--- src/rtl/mul_div_unit.sv ---
// Iterative RV32M multiply/divide unit: 32-cycle shift-add multiply and
// 32-cycle restoring divide on operand magnitudes, with sign fix-up on completion.
module mul_div_unit (
  input  logic        clk,
  input  logic        rst,
  input  logic        start,
  input  logic [2:0]  funct3,
  input  logic [31:0] rs1,
  input  logic [31:0] rs2,
  output logic        busy,
  output logic        done,
  output logic [31:0] result
);

  typedef enum logic [1:0] {IDLE, MUL, DIV, DONE} state_t;

  localparam logic [5:0] LAST_CNT = 6'd32;

  state_t      state, state_nxt;
  logic [63:0] acc;      // MUL: {partial product, multiplier}; DIV: {remainder, quotient}
  logic [31:0] opb;      // multiplicand or divisor magnitude
  logic [2:0]  op;
  logic [5:0]  cnt;
  logic        neg_q, neg_r, special;

  logic        a_signed, b_signed, a_neg, b_neg, div_zero, div_ovf;
  logic [31:0] mag_a, mag_b;
  logic [32:0] mul_sum;
  logic [63:0] mul_step;
  logic [32:0] div_shift;
  logic [33:0] div_diff;
  logic [63:0] div_step;
  logic [63:0] prod;
  logic [31:0] quo, rem, fin_result;
  logic        finishing;

  // Operand decode for the request presented in IDLE.
  always_comb begin
    // NOTE: every signal gets a default first so no path leaves it unassigned,
    // which would otherwise infer a latch.
    a_signed = 1'b0;
    b_signed = 1'b0;
    if (funct3[2]) begin
      a_signed = ~funct3[0];
      b_signed = ~funct3[0];
    end else begin
      a_signed = (funct3[1:0] != 2'b11);
      b_signed = ~funct3[1];
    end
    a_neg    = a_signed & rs1[31];
    b_neg    = b_signed & rs2[31];
    mag_a    = a_neg ? (32'd0 - rs1) : rs1;
    mag_b    = b_neg ? (32'd0 - rs2) : rs2;
    div_zero = (rs2 == 32'd0);
    div_ovf  = ~funct3[0] & (rs1 == 32'h8000_0000) & (rs2 == 32'hFFFF_FFFF);
  end

  // One iteration of each algorithm.
  always_comb begin
    mul_sum   = {1'b0, acc[63:32]} + (acc[0] ? {1'b0, opb} : 33'd0);
    mul_step  = {mul_sum, acc[31:1]};
    div_shift = {acc[63:32], acc[31]};
    div_diff  = {1'b0, div_shift} - {2'b00, opb};
    div_step  = div_diff[33] ? {div_shift[31:0], acc[30:0], 1'b0}
                             : {div_diff[31:0],  acc[30:0], 1'b1};
  end

  // Sign fix-up and result selection, used on the edge that enters DONE.
  always_comb begin
    prod = neg_q ? (64'd0 - acc) : acc;
    quo  = neg_q ? (32'd0 - acc[31:0])  : acc[31:0];
    rem  = neg_r ? (32'd0 - acc[63:32]) : acc[63:32];
    if (special)
      fin_result = acc[31:0];
    else if (op[2])
      fin_result = op[1] ? rem : quo;
    else
      fin_result = (op[1:0] == 2'b00) ? prod[31:0] : prod[63:32];
  end

  assign finishing = ((state == MUL) || (state == DIV)) && (cnt == LAST_CNT);

  // State register.
  always_ff @(posedge clk) begin
    // NOTE: sequential state uses non-blocking assignments so every register
    // samples pre-edge values, independent of statement order.
    if (rst) state <= IDLE;
    else     state <= state_nxt;
  end

  // Next-state logic.
  always_comb begin
    state_nxt = state;
    case (state)
      IDLE: if (start) state_nxt = funct3[2] ? DIV : MUL;
      MUL:  if (cnt == LAST_CNT) state_nxt = DONE;
      DIV:  if (cnt == LAST_CNT) state_nxt = DONE;
      DONE: state_nxt = IDLE;
      default: state_nxt = IDLE;
    endcase
  end

  // Output logic.
  always_comb begin
    busy = 1'b0;
    done = 1'b0;
    case (state)
      MUL, DIV: busy = 1'b1;
      DONE:     done = 1'b1;
      default: ;
    endcase
  end

  // Datapath: operand capture and iteration.
  always_ff @(posedge clk) begin
    if (rst) begin
      acc     <= 64'd0;
      opb     <= 32'd0;
      op      <= 3'd0;
      cnt     <= 6'd0;
      neg_q   <= 1'b0;
      neg_r   <= 1'b0;
      special <= 1'b0;
    end else begin
      case (state)
        IDLE: if (start) begin
          op      <= funct3;
          cnt     <= 6'd0;
          special <= 1'b0;
          opb     <= funct3[2] ? mag_b : mag_a;
          neg_q   <= a_neg ^ b_neg;
          neg_r   <= a_neg;
          if (funct3[2] && div_zero) begin
            // Divide by zero jumps straight to the final step with its fixed answer.
            acc     <= {32'd0, (funct3[1] ? rs1 : 32'hFFFF_FFFF)};
            special <= 1'b1;
            cnt     <= LAST_CNT;
          end else if (funct3[2] && div_ovf) begin
            acc     <= {32'd0, (funct3[1] ? 32'd0 : 32'h8000_0000)};
            special <= 1'b1;
            cnt     <= LAST_CNT;
          end else if (funct3[2]) begin
            acc <= {32'd0, mag_a};
          end else begin
            acc <= {32'd0, mag_b};
          end
        end
        MUL: if (cnt != LAST_CNT) begin
          acc <= mul_step;
          cnt <= cnt + 6'd1;
        end
        DIV: if (cnt != LAST_CNT) begin
          acc <= div_step;
          cnt <= cnt + 6'd1;
        end
        default: ;
      endcase
    end
  end

  // Result only moves on the edge entering DONE.
  always_ff @(posedge clk) begin
    if (rst)            result <= 32'd0;
    else if (finishing) result <= fin_result;
  end

endmodule

--- config.mk ---
export PLATFORM = sky130hd
export DESIGN_NAME = mul_div_unit
export DESIGN_NICKNAME = d
export VERILOG_FILES = /design/src/rtl/mul_div_unit.sv
export SDC_FILE = /design/constraint.sdc
export NUM_CORES = 1
export LEC_CHECK = 0
export CAP_MARGIN = 20
export CORE_UTILIZATION = 50
export CTS_CLUSTER_DIAMETER = 200
export DETAILED_ROUTE_END_ITERATION = 8
export PLACE_DENSITY = 0.72
export SLEW_MARGIN = 25
export SYNTH_ARGS = -nofsm -noshare
export SYNTH_HDL_FRONTEND = slang
export SYNTH_SLANG_ARGS = --single-unit
--- constraint.sdc ---
create_clock -name clk -period 3.1 [get_ports clk]
set_input_delay 0.31 -clock clk [delete_from_list [all_inputs] [get_ports clk]]
set_output_delay 0.31 -clock clk [all_outputs]
set_load 0.005 [all_outputs]
# --- Yosys cells after proc, flatten, opt, wreduce, memory -nomap -nowiden ---
# Cells that the tools add are included.
word_totals:
  reg_bits: 142
  out_inout_bits: 34
  elab_cells: 87
op_classes:
  add_sub_neg: 8
  eq_ne: 13
  n_mux: 36
  bitwise_logic: 7
  n_reduce_logical: 14
ops:
  columns: ["cell", "n"]
  rows:
  - ["32-bit 2-to-1 mux", 15]
  - ["64-bit 2-to-1 mux", 5]
  - ["64-bit one-hot mux with 3 select lines", 1]
  - ["1-bit by 32-bit subtractor with 32-bit output (first input constant)", 4]
  - ["32-bit equality test (second input constant)", 2]
  - ["1-bit by 64-bit subtractor with 64-bit output (first input constant)", 1]
  - ["33-bit by 32-bit subtractor with 34-bit output", 1]
  - ["32-bit by 32-bit adder with 33-bit output", 1]
  - ["32-bit zero test", 1]
  - ["6-bit 2-to-1 mux", 4]
  - ["6-bit one-hot mux with 2 select lines", 1]
  - ["2-bit by 1-bit != test with 1-bit output (second input constant)", 4]
  - ["6-bit by 1-bit adder with 6-bit output (second input constant)", 1]
  - ["6-bit equality test (second input constant)", 1]
  - ["1-bit 2-to-1 mux", 6]
  - ["2-bit 2-to-1 mux", 3]
  - ["6-bit != test (second input constant)", 1]
  - ["2-bit one-hot mux with 3 select lines", 1]
  - ["1-bit AND", 4]
  - ["2-bit equality test (second input constant)", 2]
  - ["2-bit zero test", 2]
  - ["2-bit != test (second input constant)", 2]
  - ["2-bit AND reduction", 2]
  - ["4-bit AND reduction", 1]
  - ["9 further kinds", 12]

# --- Logic depth before layout (Yosys ltp) ---
# Gate-level depths: netlist (run 1).
logic_depth:
  ltp_word: 9
  depth_mapped: 14

# --- Worst setup path before layout (run 1) ---
# Ideal clock, no wire load.
synth_timing:
  kind: "reg-to-reg"
  startpoint: "register acc[0]"
  endpoint: "register acc[60]"
  setup_time_ns: 0.074
  arrival_time_ns: 3.241
  required_ns: 3.026
  setup_slack_ns: -0.215
  path_stages_with_launch: 14
  n_path_buf: 1
  period_less_slack_ns: 3.315
  path_cell_list: "dfxtp_1 clkinv_1 clkbuf_1 nor2_1 ha_1 nand3_1 o211ai_1 o2111ai_1 o221ai_1 a21boi_0 o311ai_0 a41oi_1 xor2_1 o21ai_0"
synth_between:
  elab_chain_len: 4
synth_rtl:
  columns: ["item", "line_no", "text"]
  rows:
  - ["start: declaration", "20", "logic [63:0] acc;"]
  - ["start signal: assignment", "135", "acc <= {32'd0, (funct3[1] ? rs1 : 32'hFFFF_FFFF)};"]
  - ["start signal: assignment", "139", "acc <= {32'd0, (funct3[1] ? 32'd0 : 32'h8000_0000)};"]
  - ["start signal: assignment", "143", "acc <= {32'd0, mag_a};"]
  - ["32-bit 2-to-1 mux", "60", "mul_sum = {1'b0, acc[63:32]} + (acc[0] ? {1'b0, opb} : 33'd0);"]
  - ["32-bit by 32-bit adder with 33-bit output", "60", null]
  - ["64-bit 2-to-1 mux", "148", "MUL: if (cnt != LAST_CNT) begin"]
  - ["64-bit one-hot mux with 3 select lines", "125", "case (state)"]
# Every way passes these cells. The select of a mux whose other input is x is not followed.
# A chain may end at the register's enable or synchronous reset.

# --- Worst setup path in the final report (run 1) ---
layout_timing:
  startpoint: "register acc[0]"
  endpoint: "register acc[61]"
# Same word-level chain as after synthesis.

==> results of run 1 <==
-- power breakdown --
part	total [mW]	switching, mW	internal [mW]	leakage [nW]
sequential	2.48	0.334	2.14	1.16
combinational	7.96	4.80	3.16	6.59
clock	2.32	0.957	1.36	0.304
total	12.8	6.09	6.66	8.05
-- per-layer routing --
metal | track usage, % | vias up | wire length, um
met5 | 0 | - | 0
met4 | 19.1 | 0 | 3140
met3 | 5.87 | 198 | 6190
met2 | 63.4 | 1098 | 28200
met1 | 55.3 | 8709 | 26100
li1 | - | 8402 | -
-- worst paths after layout --
check / slack (ps) / end / cells past startpoint
worst max register to register: -20 / acc[61] / 13
worst min register to register: 450 / opb[10] / 2
worst min-delay path: 270 / cnt[2] / 2
worst max-delay path: -20 / acc[61] / 13
-- cells by family (layout without fill, tap and decap cells) --
logic type,count (synthesis),in the layout
flops,142,142
compound gates,727,727
fa+ha+maj,77,77
mux,45,45
buf+inv,253,578
xor+xnor,191,191
simple gates,682,682
-- registers in the layout, indices dropped and copies added, names as in the netlist --
| register | count |
|---|---|
| acc | 64 |
| neg_q | 1 |
| opb | 32 |
| cnt | 6 |
| neg_r | 1 |
| op | 3 |
| special | 1 |
| state | 2 |
| result | 32 |
-- cell type report --
| type | instances | area, um2 | share of cell area, % |
|---|---|---|---|
| clock inverter | 15 | 210 | 1.07 |
| inverter | 76 | 295 | 1.50 |
| multi-input combinational | 1722 | 11600 | 59.0 |
| timing repair buffer | 470 | 3830 | 19.4 |
| sequential | 142 | 2860 | 14.5 |
| clock buffer | 17 | 425 | 2.16 |
| tap | 384 | 480 | 2.43 |
-- per-stage QoR --
stage	cell area [um2]	hold slack (ps)	util [%]	std cells	setup slack (ps)
global route	19700	275	67.8	2826	-115
floorplan	15000	417	-	2117	52.4
finish	19700	266	67.8	2826	-23.2
global placement	18500	436	63.6	2782	-432
CTS	19300	254	66.3	2818	-54.8
detailed placement	18500	444	63.6	2782	-428
-- what timing repair did --
action / 4_1_cts / 5_1_grt
setup endpoints to repair: 39 / 46
pin swaps: 14 / 41
hold endpoints to repair: 0 / 0
resized for setup: 35 / 77
setup buffers: 4 / 9
-- critical path: cells and delay by family (launching register included) --
kind                     cells  cell delay (ps)
AO/OA/AOI/OAI                8             1760
XOR/XNOR                     1              170
adder cells (fa/ha/maj)      1              300
buffers and inverters        2              290
flip-flops                   1              360
AND/OR/NAND/NOR              1              120
-- placed cells by master (no fill, tap or decap), types with 68 or more instances in the layout --
cell type        instances
clkdlybuf4s50_1        101
ha_1                    68
dfxtp_1                133
inv_1                   70
buf_4                  363
xnor2_1                106
o21ai_0                175
a21oi_1                176
nor2_1                 161
nand2_1                224
xor2_1                  82
==> impl_results.md, run 1 <==
* Library cells used by synthesis at 80
* Critical path launch point: acc[0]
* Setup crit start kind: flop
* Core area at 29100 um2
* Area share of the leading cell type in the synthesized netlist at 19.0%
* Count of warnings emitted by yosys at 0
* Post-synthesis instance area at 15000 um2
* Predominant post-synthesis flop cell: dfxtp_1
* Overflow left after global routing at 0
* Launch point of the worst reg-to-reg path: acc[0]
* Overall power of the completed layout at 12.8 mW
* Cell count after synthesis at 2117
* Peak Freq at 320 MHz
* Final-report max-slew violation count at 0
* Measured slew at the worst slew-check pin at 1060 ps
* Type of destination of the critical path: flop
* Dominant combinational cell family by area after synthesis: compound AO/OA/AOI/OAI gates
* Number of nets in the final layout at 2576
* Layout area overhead at 32.0%
* DRC errors left at 0
* Vias in the first global route at 17300
* Status: complete, but fails checks
* Post-detailed-placement half-perimeter wirelength at 48.9 mm
* Max VDD drop at 553 uV
* Clock tree from TritonCTS: built
* Xor and xnor fraction of the mapped netlist area at 11.2%
* Number of optimization iterations in the first detailed-route pass at 6
* Number of clock buffers inserted by TritonCTS at 17
* Dominant cell type by area after synthesis: dfxtp_1
* Number of maximum-capacitance violations at 0
* Number of enable-type register cells in the synthesized netlist at 0
* Wire length of the first global-routing pass at 97.7 mm
* Post-synthesis share of cell area spent on full adders, half adders and majority gates at 6.54%
* Clk slew on worst S/H paths at 70 ps
* Buffer type at the clock tree root: clkbuf_16
* Violated checks: negative setup slack
* RSZ-0062 raised after global routing: true
* Clock Skew at 12.7 ps
* Mux share of post-synthesis cell area at 3.04%
* Hold_sp: rst
* Arrival time worst endpoint at 3440 ps
* Power density of the placed cells at 646 nW/um2
* Yosys reg bits at 142
* Most common cell type on the critical path: o211ai_1
* Number of design-rule violations left by the first detailed-router iteration at 2296
* Overall die height at 175 um
* Row Count at 62
* Vias after detailed routing at 18400
* DIE WIDTH at 175 um
* Critical-path maximum fanout at 10
* Required time at the endpoint of the critical path at 3410 ps
* Initial antenna violation count at 0
* Final WS setup at -23.2 ps
* Share of flip-flops with an asynchronous set or reset after synthesis at 0%
* Starting Density at 51.4%
* Cell type of the slowest stage on the worst timing path: o211ai_1
* Total inserted antenna cells at 0
* Total of buffers placed on input and output ports at 103
* Sinks on Clock Net at 142
* Final number of hold-violating endpoints at 0
* Pin count of the biggest net entering global routing at 68
* Fin crit period at 3120 ps
* Worst stage delay on the critical path at 390 ps
* Number of failing setup endpoints in the final timing report at 1
* Fraction of final layout cells sized beyond drive strength 1 at 21.2%
* CTS Hold Buffers Added at 0
* Setup Total Neg Slack at -23.2 ps
* Synthesized netlist net count at 2264
* Period Utilization, post-route at 101%
* Startpoint-to-endpoint class of the critical path: reg2reg
* Class of the tightest hold or removal check: in2reg
* Biggest area contributors in the synthesized netlist: dfxtp_1, a21oi_1, xnor2_1
* Overall fraction of global-route tracks in use at 40.7%
* DRT antenna net count at 0
* Die footprint at 30600 um2
* Final routed wire length divided by cell count at 22.5 um
* Clock buffer depth at 2
* Reported leakage power at 8.05 nW
* Slew headroom at 29.4%
* Most frequent cells after synthesis: nand2_1, a21oi_1, o21ai_0
* Final weighted congestion in routability-driven placement at 1.06
* Proportion of synthesized chip area in sequential cells at 19.0%
* Clk Latency, worst-skew pair at 450 ps
* I/O pin total at 104
* Worst path cell trace: clkinv_4 > nor2_1 > ha_1 > o211ai_1 > a21oi_4 > o31ai_4 > o311ai_4 > o211ai_1 > o21ai_1 > buf_4 > a311oi_2 > xor2_1 > o221ai_1
* Detailed-route wire length at 63.6 mm
* Total of fill cells in the finished design at 2560
* Complex-gate fraction of the synthesized area at 31.4%
* Number of levels in the clock H-tree at 4
* Most frequent cell after synthesis: nand2_1
* Syn avg cell area at 7.07 um2
* Simple-gate portion of the synthesized area at 22.2%
* Vias/cell at 6.51
No activity file was read; power rests on OpenSTA's default activity.
==> inputs of run 2 (changes only) <==
CORE_MARGIN = 1   (was not set)
==> results of run 2 <==
Same layout as run 1: the final DEF is identical, and so are final timing and power.
==> inputs of run 3 (changes only) <==
CTS_CLUSTER_DIAMETER = 30   (was 200)
PLACE_DENSITY = 0.69   (was 0.72)
clock period = 3.2 ns   (was 3.1 ns; I/O delays follow)
==> impl_results.md, run 3 (synthesis results as in run 1) <==
* Layout area overhead at 29.4% (was 32.0%)
* Final weighted congestion in routability-driven placement at 1.05 (was 1.06)
* Core area at 29100 um2 (unchanged)
* Reported leakage power at 7.78 nW (was 8.05 nW)
* Wire length of the first global-routing pass at 94.9 mm (was 97.7 mm)
* Total of fill cells in the finished design at 2565 (was 2560)
* Clk Latency, worst-skew pair at 480 ps (was 450 ps)
* DRC errors left at 0 (unchanged)
* P_sw at 5.94 mW (was 6.09 mW)
* Starting Density at 51.4% (unchanged)
* Total inserted antenna cells at 0 (unchanged)
* Slew headroom at 41.4% (was 29.4%)
* Final WS setup at -13.4 ps (was -23.2 ps)
* Clock Power Share at 17.7% (was 18.2%)
* Fin crit period at 3210 ps (was 3120 ps)
* Detailed-route wire length at 62.7 mm (was 63.6 mm)
* Arrival time worst endpoint at 3570 ps (was 3440 ps)
* Measured slew at the worst slew-check pin at 877 ps (was 1060 ps)
* Overall die height at 175 um (unchanged)
* Critical path launch point: acc[32] (was acc[0])
* DRT antenna net count at 0 (unchanged)
* Met2 Resource Use GR at 61.3% (was 63.4%)
* Most common cell after layout, fill and taps aside: buf_4 (unchanged)
* Vias/cell at 6.46 (was 6.51)
* Number of maximum-capacitance violations at 0 (unchanged)
* Reg area at 2850 um2 (was 2860 um2)
* Setup crit start kind: flop (unchanged)
* Violated checks: negative setup slack (unchanged)
* Type of destination of the critical path: flop (unchanged)
* Peak Freq at 311 MHz (was 320 MHz)
* CTS Hold Buffers Added at 0 (unchanged)
* Setup Total Neg Slack at -13.4 ps (was -23.2 ps)
* GRT Max-Usage Layer: met2 (unchanged)
* Required time at the endpoint of the critical path at 3560 ps (was 3410 ps)
* Number of failing setup endpoints in the final timing report at 1 (unchanged)
* Clock Skew at 11.8 ps (was 12.7 ps)
* RSZ-0062 raised after global routing: true (unchanged)
* Critical-path maximum fanout at 3 (was 10)
* Initial antenna violation count at 0 (unchanged)
* Worst setup timing slack at the placement stage at -295 ps (was -428 ps)
* Status: complete, but fails checks (unchanged)
* Die footprint at 30600 um2 (unchanged)
* Final routed wire length divided by cell count at 22.5 um (about the same)
* Number of levels in the clock H-tree at 4 (unchanged)
* Final number of hold-violating endpoints at 0 (unchanged)
* Largest Register: acc (unchanged)
* Switching share of total power at 49.6% (was 47.8%)
* Fraction of final layout cells sized beyond drive strength 1 at 19.9% (was 21.2%)
* I/O pin total at 104 (unchanged)
* Vias in the first global route at 16200 (was 17300)
* Multi-input gate area at 11600 um2 (about the same)
* Most frequent cells in the layout: buf_4, nand2_1, a21oi_1, o21ai_0, nor2_1 (unchanged)
* Period Utilization, post-route at 100% (was 101%)
* Launch point of the worst reg-to-reg path: acc[32] (was acc[0])
* Post-detailed-placement half-perimeter wirelength at 48.8 mm (was 48.9 mm)
* Startpoint-to-endpoint class of the critical path: reg2reg (unchanged)
* Clock tree from TritonCTS: built (unchanged)
* Max VDD drop at 528 uV (was 553 uV)
* Overall fraction of global-route tracks in use at 40.0% (was 40.7%)
* Number of design-rule violations left by the first detailed-router iteration at 2300 (was 2296)
* Met1 capacity usage during global routing at 55.8% (was 55.3%)
* Number of nets in the final layout at 2536 (was 2576)
* Number of optimization iterations in the first detailed-route pass at 6 (unchanged)
* Vias after detailed routing at 18000 (was 18400)
* Row Count at 62 (unchanged)
* Met3 usage in global routing at 5.81% (was 5.87%)
* DIE WIDTH at 175 um (unchanged)
* Power density of the placed cells at 619 nW/um2 (was 646 nW/um2)
* Overflow left after global routing at 0 (unchanged)
* Final-report max-slew violation count at 0 (unchanged)
* Clock buffer depth at 2 (unchanged)
* Combinational Power Share at 61.8% (was 62.4%)
* Buffer type at the clock tree root: clkbuf_16 (unchanged)
* Max reg flops at 64 (unchanged)
* Sinks on Clock Net at 142 (unchanged)
* Largest registers: acc x64, opb x32, result x32 (unchanged)
* Pin count of the biggest net entering global routing at 70 (was 68)
* Class of the tightest hold or removal check: in2reg (unchanged)
* Sequential cell fraction of total power at 20.5% (was 19.4%)
* Number of clock buffers inserted by TritonCTS at 17 (unchanged)
* Internal power summed over all cells at 6.03 mW (was 6.66 mW)
* Clk slew on worst S/H paths at 80 ps (was 70 ps)
* Total of buffers placed on input and output ports at 103 (unchanged)
* Hold_sp: rst (unchanged)
-- run 3: cell types whose count changed in the layout (fill, tap and decap cells not counted), sizes merged --
cell,previous run,this run
clkinv,8,6
clkinvlp,2,1
inv,77,84
buf,369,329
bufinv,4,0
-- run 3: final timing paths --
path | to | slack (ps) | cells past startpoint
worst max-delay path | result[28] | -10 | 13
worst max register to register | result[28] | -10 | 13
worst min register to register | opb[16] | 460 | 2
worst min-delay path | result[0] | 350 | 2
-- run 3: repair_timing --
| action | 4_1_cts | 5_1_grt |
|---|---|---|
| setup endpoints to repair | 24 | 43 |
| pin swaps | 7 | 47 |
| setup buffers | 3 | 11 |
| resized for setup | 22 | 101 |
-- run 3: through the flow --
step | utilization [%] | area [um2] | hold WS (ps) | total power [mW] | std cells
3_3_place_gp | 62.4 | 18200 | 439 | 9.32 | 2741
4_1_cts | 64.8 | 18900 | 333 | 11.6 | 2776
5_1_grt | 66.5 | 19300 | 387 | 12.6 | 2786
6_report | 66.5 | 19300 | 349 | 12.0 | 2786
3_5_place_dp | 62.4 | 18200 | 446 | 9.40 | 2741
2_1_floorplan | - | 15000 | 427 | 6.78 | 2117
-- run 3: final cells by class --
class / count / share of cell area (%)
tap: 384 / 2.48
clock inverter: 15 / 0.879
sequential: 142 / 14.7
multi-input combinational: 1722 / 59.9
timing repair buffer: 430 / 18.3
inverter: 76 / 1.53
clock buffer: 17 / 2.20
-- run 3: power groups by stage --
stage               Combinational, mW  Sequential (mW)  Clock (mW)
global placement                 6.88             2.44           0
global route                     7.88             2.48        2.19
finish                           7.40             2.45        2.12
detailed placement               6.95             2.45           0
CTS                              7.03             2.42        2.11
floorplan                        4.51             2.27           0
-- run 3: critical path, stage by stage, from the launching register on --
cell and delay, ps:
dfxtp_2 330, buf_6 110, inv_4 60, ha_4 130, or3b_4 380, buf_6 130, or4_4 480, or2_4 280
buf_6 120, or4_4 550, nand2_2 80, xnor2_1 60, o311ai_1 280, o21ai_1 110
-- run 3: per-layer routing --
| metal | wire, um | share of wire [%] |
|---|---|---|
| met3 | 6090 | 9.7 |
| met2 | 27400 | 44 |
| met4 | 2580 | 4.1 |
| met5 | 0 | 0 |
| met1 | 26700 | 43 |
